<file path="config.mk">
export PLATFORM = sky130hd
export DESIGN_NAME = stopwatch_counter
export DESIGN_NICKNAME = d
export VERILOG_FILES = /design/src/rtl/stopwatch_pkg.sv /design/src/rtl/bcd2_counter.sv /design/src/rtl/stopwatch_counter.sv
export SDC_FILE = /design/constraint.sdc
export NUM_CORES = 1
export LEC_CHECK = 0
export CORE_MARGIN = 1
export CORE_UTILIZATION = 43
export DETAILED_ROUTE_END_ITERATION = 10
export PLACE_DENSITY_LB_ADDON = 0.3
export SYNTH_ARGS = -nofsm -noshare
export SYNTH_HDL_FRONTEND = slang
export SYNTH_SLANG_ARGS = --single-unit
</file>
<file path="constraint.sdc">
create_clock -name clk -period 2 [get_ports clk]
set_clock_uncertainty 0.05 [all_clocks]
set_input_delay 0.3 -clock clk [delete_from_list [all_inputs] [get_ports clk]]
set_output_delay 0.3 -clock clk [all_outputs]
set_load 0.03 [all_outputs]
</file>
<file path="src/rtl/stopwatch_pkg.sv">
// Shared types and constants for the MM:SS stopwatch timekeeping core.
package stopwatch_pkg;

  typedef enum logic {
    RUN    = 1'b0,
    PAUSED = 1'b1
  } state_t;

  localparam int unsigned DIGIT_W   = 4;
  localparam logic [7:0]  SEC_LIMIT = 8'h59;

  // Binary 0..99 to packed two-digit BCD.
  function automatic logic [7:0] to_bcd2(input int unsigned v);
    return {4'(v / 10), 4'(v % 10)};
  endfunction

endpackage

</file>
<file path="src/rtl/bcd2_counter.sv">
// Two-digit BCD counter that wraps from a BCD limit back to 00 and flags the wrap.
module bcd2_counter
  import stopwatch_pkg::*;
(
  input  logic               clk,
  input  logic               rst,
  input  logic               inc,
  input  logic [7:0]         limit,
  output logic               carry_out,
  output logic [DIGIT_W-1:0] tens,
  output logic [DIGIT_W-1:0] ones
);

  logic [DIGIT_W-1:0] r_tens;
  logic [DIGIT_W-1:0] r_ones;
  logic               w_at_limit;

  assign w_at_limit = ({r_tens, r_ones} == limit);
  // Combinational so the next field can step on the same edge as this wrap.
  assign carry_out  = inc && w_at_limit;

  always_ff @(posedge clk) begin
    if (rst) begin
      r_tens <= '0;
      r_ones <= '0;
    end else if (inc) begin
      if (w_at_limit) begin
        r_tens <= '0;
        r_ones <= '0;
      end else if (r_ones == 4'd9) begin
        r_ones <= '0;
        r_tens <= r_tens + 4'd1;
      end else begin
        r_ones <= r_ones + 4'd1;
      end
    end
  end

  assign tens = r_tens;
  assign ones = r_ones;

endmodule

</file>
<file path="src/rtl/stopwatch_counter.sv">
// MM:SS BCD stopwatch core: run/pause FSM, tick qualification, field counters.
module stopwatch_counter
  import stopwatch_pkg::*;
#(
  parameter int unsigned MAX_MINUTES = 59
) (
  input  logic               clk,
  input  logic               rst,
  input  logic               one_hz_tick,
  input  logic               two_hz_tick,
  input  logic               pause_pulse,
  input  logic               adj,
  input  logic               sel,
  output logic [DIGIT_W-1:0] min_tens,
  output logic [DIGIT_W-1:0] min_ones,
  output logic [DIGIT_W-1:0] sec_tens,
  output logic [DIGIT_W-1:0] sec_ones,
  output logic               running,
  output logic               rollover
);

  localparam logic [7:0] MIN_LIMIT = to_bcd2(MAX_MINUTES);

  state_t r_state;
  state_t w_state_next;
  logic   r_rollover;

  logic w_count_tick;
  logic w_adj_tick;
  logic w_sec_inc;
  logic w_min_inc;
  logic w_sec_carry;
  logic w_min_carry;

  always_ff @(posedge clk) begin
    if (rst) begin
      r_state <= RUN;
    end else begin
      r_state <= w_state_next;
    end
  end

  always_comb begin
    w_state_next = r_state;
    if (pause_pulse) begin
      w_state_next = (r_state == RUN) ? PAUSED : RUN;
    end
  end

  // Ticks qualify against the current (pre-toggle) state; adj picks which tick acts.
  assign w_count_tick = !adj && (r_state == RUN) && one_hz_tick;
  assign w_adj_tick   = adj && two_hz_tick;
  assign w_sec_inc    = w_count_tick || (w_adj_tick && sel);
  assign w_min_inc    = (w_count_tick && w_sec_carry) || (w_adj_tick && !sel);

  bcd2_counter u_sec (
    .clk       (clk),
    .rst       (rst),
    .inc       (w_sec_inc),
    .limit     (SEC_LIMIT),
    .carry_out (w_sec_carry),
    .tens      (sec_tens),
    .ones      (sec_ones)
  );

  bcd2_counter u_min (
    .clk       (clk),
    .rst       (rst),
    .inc       (w_min_inc),
    .limit     (MIN_LIMIT),
    .carry_out (w_min_carry),
    .tens      (min_tens),
    .ones      (min_ones)
  );

  always_ff @(posedge clk) begin
    if (rst) begin
      r_rollover <= 1'b0;
    end else begin
      r_rollover <= w_count_tick && w_min_carry;
    end
  end

  assign running  = (r_state == RUN);
  assign rollover = r_rollover;

endmodule
</file>
==> Yosys cells after proc, flatten, opt, wreduce, memory -nomap -nowiden <==
Cells that the tools add are included.
{ "totals": {"register_bits": 18, "in_bits": 7, "out_inout_bits": 18, "word_cells": 41} }
{ "op_classes": {"add_sub_neg": 4, "eq_ne": 4, "muxes": 9, "bitwise": 1, "n_reduce_logical": 17} }
{ "ops": {"columns": ["op", "count"], "rows": [
  ["$mux W4", 8],
  ["$add A4 B1 Y4 const B", 4],
  ["$eq A8 B7 Y1 const B", 2],
  ["$logic_and A1 B1 Y1", 9],
  ["$eq A4 B4 Y1 const B", 2],
  ["$reduce_and A2 Y1", 2],
  ["$reduce_bool A2 Y1", 2],
  ["$logic_not A1 Y1", 2],
  ["$logic_or A1 B1 Y1", 2],
  ["$mux W1", 1],
  ["$not A1 Y1", 1]
]} }

==> Depth between registers and ports, before layout <==
{ "depth": {"depth_word": 9, "ltp_mapped": 7, "mapped_depth_nobuf": 6} }

==> Cells and area by module <==
Synthesis repeated with hierarchy kept, for this count alone.
{ "hier_totals": {"cells_unflattened": 140, "hier_area_um2": 1206.2} }
{ "modules_own_cells": {"columns": ["mod", "n_inst", "cells_per_inst", "area_each_um2", "seq_area_each_um2"], "rows": [
  ["bcd2_counter", 2, 63, 535.5, 160.2],
  ["stopwatch_counter", 1, 14, 135.1, 40.0]
]} }

==> Least setup slack after synthesis <==
No wires, ideal clock.
{ "synth_timing": {"path_type": "flip-flop to flip-flop", "from": "register u_sec.r_ones[0] (netlist: u_sec.ones[0])", "to": "register u_min.r_tens[3] (netlist: u_min.tens[3])", "setup_ns": 0.121, "t_arrival_ns": 1.992, "slack_ns": -0.163, "path_stages_with_launch": 7, "path_cell_list": "dfxtp_1 ha_1 nand3b_1 o31a_1 buf_6 nor4_1 mux2_2"} }
{ "synth_via": {"elab_chain_cells": 5} }
{ "synth_rtl": {"columns": ["item", "line_no", "text"], "rows": [
  ["from (decl)", "bcd2_counter.sv:15", "logic [DIGIT_W-1:0] r_ones;"],
  ["from (signal assigned)", "bcd2_counter.sv:34", "r_ones <= r_ones + 4'd1;"],
  ["$eq A8 B7 Y1", "bcd2_counter.sv:18", "assign w_at_limit = ({r_tens, r_ones} == limit);"],
  ["$logic_and A1 B1 Y1", "bcd2_counter.sv:20", "assign carry_out = inc && w_at_limit;"],
  ["$logic_and A1 B1 Y1", "stopwatch_counter.sv:54", "assign w_min_inc = (w_count_tick && w_sec_carry) || (w_adj_tick && !sel);"],
  ["$logic_or A1 B1 Y1", "stopwatch_counter.sv:54", null],
  ["$reduce_and A2 Y1 (no line)", null, null],
  ["to (signal assigned)", "bcd2_counter.sv:32", "r_tens <= r_tens + 4'd1;"],
  ["to (decl)", "bcd2_counter.sv:14", "logic [DIGIT_W-1:0] r_tens;"]
]} }
Every way passes these cells.
A chain may end at the register's enable or synchronous reset.

==> Worst setup path in the final report <==
{ "layout_timing": {"from": "input one_hz_tick", "to": "register u_min.r_tens[3] (netlist: u_min.tens[3])"} }
{ "layout_via": {"elab_chain_cells": 6} }
{ "layout_rtl": {"columns": ["item", "line_no", "text"], "rows": [
  ["from (decl)", "stopwatch_counter.sv:9", "input logic one_hz_tick,"],
  ["$logic_and A1 B1 Y1 *", "stopwatch_counter.sv:51", "assign w_count_tick = !adj && (r_state == RUN) && one_hz_tick;"],
  ["$logic_or A1 B1 Y1", "stopwatch_counter.sv:53", "assign w_sec_inc = w_count_tick || (w_adj_tick && sel);"],
  ["$logic_and A1 B1 Y1", "bcd2_counter.sv:20", null],
  ["$logic_and A1 B1 Y1 *", "stopwatch_counter.sv:54", null],
  ["$logic_or A1 B1 Y1 *", "stopwatch_counter.sv:54", null],
  ["$reduce_and A2 Y1 (no line) *", null, null]
]} }
Every way passes the cells marked *; elsewhere a longest branch is shown, timed or not.

==> results.sh <==
export IMPL_wirelength_met1_um=1030
export IMPL_endpoint_kind="flip-flop"
export IMPL_arrival_ps=2090
export IMPL_dieHeight_um=50.2
export IMPL_wl_per_cell_um=12.6
export IMPL_cpMaxStageDelayCell="clkdlybuf4s50_1"
export IMPL_slowest_delay_ps=460
export IMPL_io_pins=25
export IMPL_detailed_place_hpwl_um=1720
export IMPL_synth_area_top_cells="dfxtp_1, ha_1, nor2_1"
export IMPL_p_sw_share_pct=25.4
export IMPL_hold_viol=0
export IMPL_syn_num_nets=129
export IMPL_power_share_combinational_pct=15.6
export IMPL_wl_met3_um=96
export IMPL_wl_um=2310
export IMPL_fmax_ghz=0.514
export IMPL_antenna_cells=0
export IMPL_p_seq_share_pct=56.5
export IMPL_maxUsedRoutingLayer="met4"
export IMPL_design_core_area_um2=2190
export IMPL_cellInternalPower_uw=495
export IMPL_fill_cells=204
export IMPL_setup_tns_ps=0
export IMPL_ctsHoldBuffers=0
export IMPL_cts_max_path_buffers=2
export IMPL_cts_tree="done"
export IMPL_final_setup_viol_count=0
export IMPL_finalNonFillerCells=183
export IMPL_antenna_found_initial=0
export IMPL_path_clk_slew_ps=110
export IMPL_cts_buffers=3
export IMPL_path_max_fanout=5
export IMPL_yosys_area_top_type="dfxtp_1"
export IMPL_port_buffers=24
export IMPL_initial_utilization_pct=45.5
export IMPL_gr_usage_all_layers_pct=19.7
export IMPL_layout_drive_gt1_share_pct=17.4
export IMPL_vias=1000
export IMPL_pre_cts_slack_ps=-321
export IMPL_yosysWarnings=0
export IMPL_holdCritPathClass="reg -> reg"
export IMPL_setup_ws_ps=53.0
export IMPL_cap_violations=0
export IMPL_crit_chain="clkdlybuf4s50_1 -> or3b_4 -> o31a_1 -> nor4_2 -> mux2_2"
export IMPL_clock_sinks=18
export IMPL_crit_required_ps=2140
export IMPL_place_inst=179
export IMPL_design_area_um2=1410
export IMPL_critical_path_class="in -> reg"
export IMPL_layout_area_overhead_vs_synth_pct=40.9
export IMPL_synth_edf_count=0
export IMPL_synth_distinct_cells=35
export IMPL_ys_seq_area_share_pct=36.1
export IMPL_r2r_start="u_sec.ones[1]"
export IMPL_worst_slew_pin_transition_ps=335
export IMPL_yosysTopAreaCellShare_pct=36.1
export IMPL_hold_end="u_sec.tens[1]"
export IMPL_grt_max_degree=11
export IMPL_ir_drop_uv=389
export IMPL_viasPerCell=5.46
export IMPL_ys_flop_type="dfxtp_1"
export IMPL_rr_worst_depth=6
export IMPL_dpl_cell_area_um2=1360
export IMPL_synth_avg_cell_area_um2=8.60
export IMPL_synthCells=116
export IMPL_drt_first_iter_violations=22
export IMPL_slew_headroom_pct=77.4
export IMPL_status="finished, final reports clean"
export IMPL_root_buffer="clkbuf_4"
export IMPL_overflow=0
export IMPL_core_rowCount=17
export IMPL_met2_length_um=1150
export IMPL_cp_start_kind="primary input"
export IMPL_clk_latency_ps=290
export IMPL_period_share_pct=97.4
export IMPL_drv_slew=0
export IMPL_p_clk_share_pct=27.9
export IMPL_final_min_clock_period_ps=1950
export IMPL_firstDrtPassIters=4
export IMPL_hold_depth=2
export IMPL_yosys_top_cells_count="dfxtp_1, nor2_1, a21oi_1, o21ai_0, ha_1"
export IMPL_power_switching_uw=169
export IMPL_async_flop_share_pct=0
export IMPL_drtAntennaViolNets=0
export IMPL_p_leak_uw=0.000518
export IMPL_netlist_area_um2=997
export IMPL_fin_nets=169
export IMPL_dieArea_um2=2520
export IMPL_r2r_end="u_min.tens[3]"
export IMPL_grt_pass1_vias=916
export IMPL_power_density_nw_per_um2=472
export IMPL_rrSetupSlack_ps=150
export IMPL_min_from="u_sec.tens[1]"
export IMPL_routabilityCongestion=0.809
export IMPL_htree_levels=1
export IMPL_drc=0
export IMPL_grt_pass1_wl_um=3770
export IMPL_yosysMostFrequentCell="dfxtp_1"
export IMPL_fp_dieW_um=50.2
export IMPL_synth_seq_cells=18
## sequential cells by signal, summed over array words and instances, names as in the netlist
signal and flops:
u_min.tens 4, r_state 1, rollover 1, u_sec.ones 4, u_min.ones 4, u_sec.tens 4
## worst max-delay path: cells and delay by family
| family | cells | cell delay, ps |
|---|---|---|
| buf+inv | 1 | 460 |
| simple gates | 2 | 670 |
| compound gates | 1 | 310 |
| mux | 1 | 360 |
## cells in the final DEF, fill, tap and decap left out, types with 2 or more instances in the layout
| cell | count |
|---|---|
| and3b_1 | 3 |
| inv_1 | 4 |
| mux2i_1 | 3 |
| ha_1 | 6 |
| or4_1 | 3 |
| nor2_1 | 13 |
| dfxtp_1 | 15 |
| nand2_1 | 5 |
| nand4_1 | 2 |
| nor3_1 | 3 |
| o21ai_0 | 8 |
| dfxtp_2 | 2 |
| nor2b_1 | 4 |
| a21oi_1 | 8 |
| or3_1 | 2 |
| nand3_1 | 4 |
| clkdlybuf4s50_1 | 24 |
| nand3b_1 | 5 |
| a41oi_1 | 2 |
| buf_4 | 14 |
| o31ai_1 | 2 |
| clkbuf_4 | 3 |
| xnor2_1 | 2 |
## layer usage
metal  GRT usage (%)  up-vias
met5               0        -
met2            33.1       31
met4            12.9        0
met1            22.7      459
met3            3.33        6
li1                -      504
## worst max path at each step
stage | from | cells past startpoint | endpoint | slack [ps]
3_5_place_dp | one_hz_tick | 5 | u_min.tens[3] | -320
5_1_grt | one_hz_tick | 6 | rollover | -10
3_3_place_gp | one_hz_tick | 5 | u_min.tens[3] | -280
6_report | one_hz_tick | 5 | u_min.tens[3] | 50
2_1_floorplan | u_sec.ones[1] | 7 | u_min.tens[3] | 30
4_1_cts | one_hz_tick | 5 | u_min.tens[3] | 10
## repair_timing
action	CTS	global route
setup buffers	0	0
endpoints found under the setup margin	0	4
resized for setup	0	4
## cell type report
| class | count | area [um^2] | share of cell area (%) |
|---|---|---|---|
| Multi-Input combinational cell | 90 | 613 | 43.6 |
| Sequential cell | 18 | 367 | 26.1 |
| Timing Repair Buffer | 38 | 345 | 24.6 |
| Inverter | 5 | 18.8 | 1.34 |
| Tap cell | 28 | 35.0 | 2.49 |
| Clock buffer | 4 | 26.3 | 1.87 |
## per-stage QoR
step / util [%] / hold WS (ps) / total power, uW
after detailed placement: 62.0 / 447 / 484
after global routing: 64.1 / 494 / 694
after global placement: 62.0 / 446 / 483
final: 64.1 / 462 / 663
after floorplan: - / 387 / 437
after CTS: 63.2 / 460 / 673
## power by group through the flow
stage,combinational [uW],clock [uW],sequential [uW]
CTS,101,197,375
global placement,99.6,0,383
detailed placement,101,0,383
global route,112,206,376
finish,103,185,375
floorplan,44.5,0,392
## cells by family after synthesis
kind of cell             Yosys count  share of synthesized area (%)
AND/OR/NAND/NOR                   51                           29.5
AO/OA/AOI/OAI                     27                           16.4
buffers and inverters              8                           4.52
flip-flops                        18                           36.1
multiplexers                       4                           4.14
XOR/XNOR                           2                           1.76
adder cells (fa/ha/maj)            6                           7.53
No activity file was read; power rests on OpenSTA's default activity.
